$ cat src/rtl/spi_ram_arbiter_pkg.sv
// Shared types and command-decode helpers for the SPI/host RAM command arbiter.
package spi_ram_arb_pkg;

   typedef enum logic [1:0] {
      OP_WR_ADDR = 2'b00,
      OP_WR_DATA = 2'b01,
      OP_RD_ADDR = 2'b10,
      OP_RD_DATA = 2'b11
   } opcode_e;

   typedef enum logic [1:0] {
      IDLE      = 2'd0,
      SPI_LOCK  = 2'd1,
      HOST_LOCK = 2'd2,
      RD_WAIT   = 2'd3
   } state_e;

   typedef enum logic {
      OWN_SPI  = 1'b0,
      OWN_HOST = 1'b1
   } owner_e;

   // Address-phase opcodes open a transaction; data-phase opcodes close it.
   function automatic logic is_opener(input logic [1:0] op);
      return (op == OP_WR_ADDR) || (op == OP_RD_ADDR);
   endfunction

   function automatic logic is_closer(input logic [1:0] op);
      return (op == OP_WR_DATA) || (op == OP_RD_DATA);
   endfunction

   function automatic logic is_read_close(input logic [1:0] op);
      return op == OP_RD_DATA;
   endfunction

endpackage

$ cat src/rtl/spi_cmd_hold.sv
// One-entry holding buffer for SPI commands; the SPI side cannot be stalled,
// so a command arriving while the entry is occupied and not leaving is dropped.
module spi_cmd_hold #(
   parameter int CMD_W = 10
) (
   input  logic             clk,
   input  logic             rst_n,
   input  logic [CMD_W-1:0] rx_data,
   input  logic             rx_valid,
   input  logic             drain,
   output logic             full,
   output logic [CMD_W-1:0] data,
   output logic             overrun
);

   assign overrun = rx_valid && full && !drain;

   always_ff @(posedge clk or negedge rst_n) begin
      if (!rst_n) begin
         full <= 1'b0;
         data <= '0;
      end else if (rx_valid && (!full || drain)) begin
         full <= 1'b1;
         data <= rx_data;
      end else if (drain) begin
         full <= 1'b0;
      end
   end

endmodule

$ cat src/rtl/spi_ram_arbiter.sv
// Arbitrates the single-port RAM command path between the SPI slave (priority,
// non-stallable) and the host port, locking the grant across address/data pairs.
//
//   state     | meaning
//   ----------+-----------------------------------------------------------
//   IDLE      | no transaction open; SPI buffer first, else host
//   SPI_LOCK  | SPI opened a transaction; only the SPI buffer is drained
//   HOST_LOCK | host opened a transaction; SPI commands wait in the buffer
//   RD_WAIT   | read issued; waiting for RAM data to return to its owner
module spi_ram_arbiter
   import spi_ram_arb_pkg::*;
#(
   parameter int CMD_W        = 10,
   parameter int DATA_W       = 8,
   parameter int LOCK_TIMEOUT = 64
) (
   input  logic              clk,
   input  logic              rst_n,
   input  logic [CMD_W-1:0]  spi_rx_data,
   input  logic              spi_rx_valid,
   output logic [DATA_W-1:0] spi_tx_data,
   output logic              spi_tx_valid,
   input  logic [CMD_W-1:0]  h_cmd,
   input  logic              h_valid,
   output logic              h_ready,
   output logic [DATA_W-1:0] h_rdata,
   output logic              h_rvalid,
   output logic [CMD_W-1:0]  ram_din,
   output logic              ram_rx_valid,
   input  logic [DATA_W-1:0] ram_dout,
   input  logic              ram_tx_valid,
   input  logic              err_clr,
   output logic              err_overrun,
   output logic              err_timeout
);

   localparam int TMR_W = $clog2(LOCK_TIMEOUT + 1);
   localparam logic [TMR_W-1:0] TMR_LOAD = TMR_W'(LOCK_TIMEOUT - 1);

   state_e           state;
   owner_e           rd_owner;
   logic [TMR_W-1:0] timer;

   logic             hold_full;
   logic [CMD_W-1:0] hold_data;
   logic             overrun_evt;

   logic             drain;
   logic             take_host;
   logic             accept;
   logic [CMD_W-1:0] cmd;
   owner_e           src;
   logic [1:0]       op;
   logic             lock_idle;
   logic             timeout_evt;

   spi_cmd_hold #(.CMD_W(CMD_W)) u_hold (
      .clk      (clk),
      .rst_n    (rst_n),
      .rx_data  (spi_rx_data),
      .rx_valid (spi_rx_valid),
      .drain    (drain),
      .full     (hold_full),
      .data     (hold_data),
      .overrun  (overrun_evt)
   );

   assign drain = hold_full && ((state == IDLE) || (state == SPI_LOCK));

   // Gated by rst_n so the host never sees a ready while the block is held in reset.
   assign h_ready = rst_n && ((state == HOST_LOCK) ||
                              ((state == IDLE) && !hold_full && !spi_rx_valid));

   assign take_host   = h_valid && h_ready && !drain;
   assign accept      = drain || take_host;
   assign cmd         = drain ? hold_data : h_cmd;
   assign src         = drain ? OWN_SPI : OWN_HOST;
   assign op          = cmd[CMD_W-1 -: 2];
   assign lock_idle   = ((state == SPI_LOCK) || (state == HOST_LOCK)) && !accept;
   assign timeout_evt = lock_idle && (timer == '0);

   always_ff @(posedge clk or negedge rst_n) begin
      if (!rst_n) begin
         state        <= IDLE;
         rd_owner     <= OWN_SPI;
         timer        <= '0;
         ram_din      <= '0;
         ram_rx_valid <= 1'b0;
         spi_tx_data  <= '0;
         spi_tx_valid <= 1'b0;
         h_rdata      <= '0;
         h_rvalid     <= 1'b0;
         err_overrun  <= 1'b0;
         err_timeout  <= 1'b0;
      end else begin
         ram_rx_valid <= accept;
         if (accept) ram_din <= cmd;
         spi_tx_valid <= 1'b0;
         h_rvalid     <= 1'b0;

         case (state)
            IDLE, SPI_LOCK, HOST_LOCK: begin
               if (accept) begin
                  if (is_opener(op)) begin
                     state <= (src == OWN_SPI) ? SPI_LOCK : HOST_LOCK;
                     timer <= TMR_LOAD;
                  end else if (is_read_close(op)) begin
                     state    <= RD_WAIT;
                     rd_owner <= src;
                     timer    <= '0;
                  end else begin
                     state <= IDLE;
                     timer <= '0;
                  end
               end else if (lock_idle) begin
                  if (timer == '0) state <= IDLE;
                  else timer <= timer - 1'b1;
               end
            end
            RD_WAIT: begin
               if (ram_tx_valid) begin
                  if (rd_owner == OWN_SPI) begin
                     spi_tx_data  <= ram_dout;
                     spi_tx_valid <= 1'b1;
                  end else begin
                     h_rdata  <= ram_dout;
                     h_rvalid <= 1'b1;
                  end
                  state <= IDLE;
               end
            end
            default: state <= IDLE;
         endcase

         // A new error event in the same cycle as err_clr keeps the flag set.
         if (overrun_evt)  err_overrun <= 1'b1;
         else if (err_clr) err_overrun <= 1'b0;
         if (timeout_evt)  err_timeout <= 1'b1;
         else if (err_clr) err_timeout <= 1'b0;
      end
   end

endmodule

$ cat config.mk
export PLATFORM = sky130hd
export DESIGN_NAME = spi_ram_arbiter
export DESIGN_NICKNAME = d
export VERILOG_FILES = /design/src/rtl/spi_ram_arbiter_pkg.sv /design/src/rtl/spi_cmd_hold.sv /design/src/rtl/spi_ram_arbiter.sv
export SDC_FILE = /design/constraint.sdc
export NUM_CORES = 1
export LEC_CHECK = 0
export BUFFER_PORTS_ARGS = -buffer_cell sky130_fd_sc_hd__buf_4
export CAP_MARGIN = 20
export CORE_MARGIN = 2
export CORE_UTILIZATION = 33
export CTS_CLUSTER_SIZE = 25
export DETAILED_ROUTE_END_ITERATION = 10
export PLACE_DENSITY = 0.58
export SETUP_SLACK_MARGIN = 0.15
export SLEW_MARGIN = 40
export SYNTH_ARGS = -nofsm -noshare
export SYNTH_HDL_FRONTEND = slang
export SYNTH_SLANG_ARGS = --single-unit
$ cat constraint.sdc
create_clock -name clk -period 2.1 [get_ports clk]
set_input_delay 0 -clock clk [delete_from_list [all_inputs] [get_ports clk]]
set_output_delay 0 -clock clk [all_outputs]
set_load 0.05 [all_outputs]
==> results.yml <==
clock_tree:
  clock_path_buffers: 2
  cts_sinks: 52
  clk_pin_slew_ps: 100
  tritoncts: "yes"
  cts-root-buf: "clkbuf_8"
  numCtsBuffers: 5
  clk_latency_ps: 300
  htree_levels: 2
synthesis:
  ys_ff_latch: 52
  synth_compound_area_frac: 0.139
  yosys_warnings: 0
  synth_top_family_by_area: "compound AO/OA/AOI/OAI gates"
  synthFlopType: "dfrtp_1"
  synth.area.mux_share: 0.122
  synth_cell_types: 46
  synth.area.top_cells: "dfrtp_1 (54%), mux2_2 (8.4%), nand2_1 (6.3%), mux2i_1 (3.8%), o21ai_0 (3.3%)"
  synth_area_leader_cell: "dfrtp_1"
  ys_seq_area_frac: 0.542
  synth_xor_xnor_area_share: 0
  ys_async_sr_fraction: 1.00
  syn_area_sq_mm: 0.00240
  synth_edf_count: 0
  syn_nets: 257
  synth_fa_ha_area_frac: 0.0313
  synth_simple_gate_area_share: 0.138
  yosysMostFrequentCell: "dfrtp_1"
  synth_top_area_frac: 0.542
  synth_common_cells: "dfrtp_1 (52), nand2_1 (40), mux2_2 (18)"
  syn_inst: 217
  synth_area_per_cell_sq_um: 11.1
sta:
  setup_tns_ps: 0
  min_period_over_period: 0.940
  final_hold_viol_count: 0
  max_slew_margin: 0.589
  fin_worst_skew_ps: 8.05
  worstMarginPinSlew_ps: 617
  max_freq_ghz: 0.506
  setup_viol_count_final: 0
  drv_slew: 0
  rsz0062_at_grt: "true"
  post-route-min-period_ps: 1970
grt:
  grt_max_degree: 49
  antenna_found_initial: 0
  grt_pass1_vias: 2090
  grt_util_all_layers: 0.165
  grt_overflow: 0
  grt_pass1_wl_um: 10100
placement:
  place.gp.congestion: 0.833
  port_buffers: 65
  dpl.hpwl_um: 4020
  dpl-instance-area_sq_mm: 0.00311
route:
  vias: 2064
  viasPerCell: 4.76
  dr.pass1.iters: 4
  drtIter0Drc: 162
  drc: 0
  wl_um: 6120
  avgRoutedWirePerCell_um: 14.1
  ant_nets: 0
worst_setup_path:
  cp_top_family: "compound AO/OA/AOI/OAI gates"
  crit_chain: "inv_2 > ha_4 > or4b_4 > o31a_1 > o21a_4 > nor2b_2 > a2bb2oi_1"
  cp_data_required_time_ps: 2280
  start_kind: "flop"
  worstSetupEndpointType: "flop"
  worstSetupPathType: "reg -> reg"
  path_buf_inv: 1
  cp.arrival_ps: 2150
  max_stage_delay_ps: 470
  cp_slowest_cell: "or4b_4"
  crit_fanout: 6
run_status:
  outcome: "finished clean"
power_and_ir_drop:
  seqPwrFrac: 0.295
  switching_share: 0.449
  powerDensity_mw_per_mm2: 1560
  clockPowerShare: 0.121
  p_comb_frac: 0.584
  power.leakage_nw: 1.76
  ir_drop_v: 0.000617
  p_int_mw: 3.15
  p_switching_mw: 2.56
layout:
  layout-drive-gt1-share: 0.418
  fin_nets: 374
  area.growth.synth_to_final_pct: 52.6
  fin_util: 0.513
  final_area_sq_mm: 0.00366
  diodes: 0
floorplan:
  dieArea_sq_mm: 0.00797
  row_count: 31
  ioPinCount: 66
  die_h_um: 89.3
  core_area_sq_mm: 0.00714
  start_util: 0.336
  die_width_um: 89.3
worst_hold_path:
  holdCritPathClass: "in -> reg"
flow_run:
  cap_violations: 0
==> worst min-delay path, cell delays in order <==
cell and delay, ps:
buf_4 110, inv_1 60, a32o_1 120
==> cell families (layout without fill, tap and decap cells) <==
group / after synthesis / count (layout)
and+or+nand+nor: 69 / 69
DFF: 52 / 52
AOI/OAI and AO/OA: 46 / 46
muxes: 27 / 27
buffers and inverters: 17 / 135
adders and majority gates: 6 / 6
==> registers in the layout, summed over array words and instances, names as in the netlist <==
signal / flops
h_rvalid: 1
h_rdata: 8
timer: 7
err_overrun: 1
u_hold.data: 10
ram_rx_valid: 1
spi_tx_valid: 1
err_timeout: 1
spi_tx_data: 8
state: 2
rd_owner: 1
ram_din: 10
u_hold.full: 1
==> metrics by stage <==
step | setup WS, ps | hold WS, ps | cells | total power [mW]
6_report | 125 | 11.9 | 434 | 5.71
5_1_grt | 37.7 | 19.1 | 434 | 6.11
4_1_cts | 103 | 5.60 | 432 | 5.57
3_5_place_dp | 63.4 | -165 | 391 | 4.64
3_3_place_gp | 106 | -165 | 391 | 4.61
2_1_floorplan | 113 | -296 | 217 | 3.70
==> layer usage <==
metal / GRT usage / vias up / routed length [um]
met3: 0.0342 / 4 / 232
met4: 0.0597 / 0 / 62
met1: 0.219 / 1006 / 2720
met2: 0.268 / 44 / 3110
met5: 0 / - / 0
li1: - / 1010 / -
==> power groups by stage <==
stage | Clock, mW | Sequential (mW) | Combinational, mW
3_3_place_gp | 0 | 1.68 | 2.93
3_5_place_dp | 0 | 1.69 | 2.95
4_1_cts | 0.711 | 1.68 | 3.18
6_report | 0.694 | 1.69 | 3.33
5_1_grt | 0.749 | 1.74 | 3.62
2_1_floorplan | 0 | 2.50 | 1.20
==> final timing paths <==
| path | startpoint | end | slack (ps) | cells after the start |
|---|---|---|---|---|
| max in group asynchronous | rst_n | ram_din[9]$_DFFE_PN0P_ | 1230 | 3 |
| worst max-delay path | timer[0]$_DFFE_PN0P_ | timer[5]$_DFFE_PN0P_ | 130 | 7 |
| worst min-delay path | err_clr | err_overrun$_DFFE_PN0P_ | 10 | 3 |
| worst min register to register | u_hold.data[1]$_DFFE_PN0P_ | ram_din[1]$_DFFE_PN0P_ | 480 | 2 |
| min in group asynchronous | rst_n | state[0]$_DFFE_PN0P_ | 50 | 2 |
| worst max register to register | timer[0]$_DFFE_PN0P_ | timer[5]$_DFFE_PN0P_ | 130 | 7 |
==> timing repair <==
item                       in CTS  in global routing
hold endpoints to repair       88                  0
pin swaps                       3                  8
buffers inserted                4                  2
cloned                          1                  0
setup endpoints to repair      15                 18
resized for setup              12                 15
hold buffers                   28                  0
==> cells in the final DEF, fill, tap and decap left out, types with 3 or more instances in the layout <==
cell type and instances:
inv_2 4, a21oi_1 4, o21ai_1 3, dlygate4sd3_1 28, ha_1 3, o32a_2 3
mux2i_1 9, o21ai_0 13, nand3_1 5, mux2_2 18, nand2_1 40, clkbuf_8 5
buf_4 86, o21a_1 3, inv_1 5, nor3_1 3, dfrtp_1 52, nor2_1 5
==> area by class of cell <==
class                   count  area, sq um
clock inverters             3         42.5
inverters                  11         43.8
clock buffers               5         68.8
fillers                   696         3480
well taps                  99          124
flip-flops and latches     52         1300
repair inverters            1         7.51
multi-input cells         148         1140
repair buffers            115          937
(Power assumes the default switching activity.)
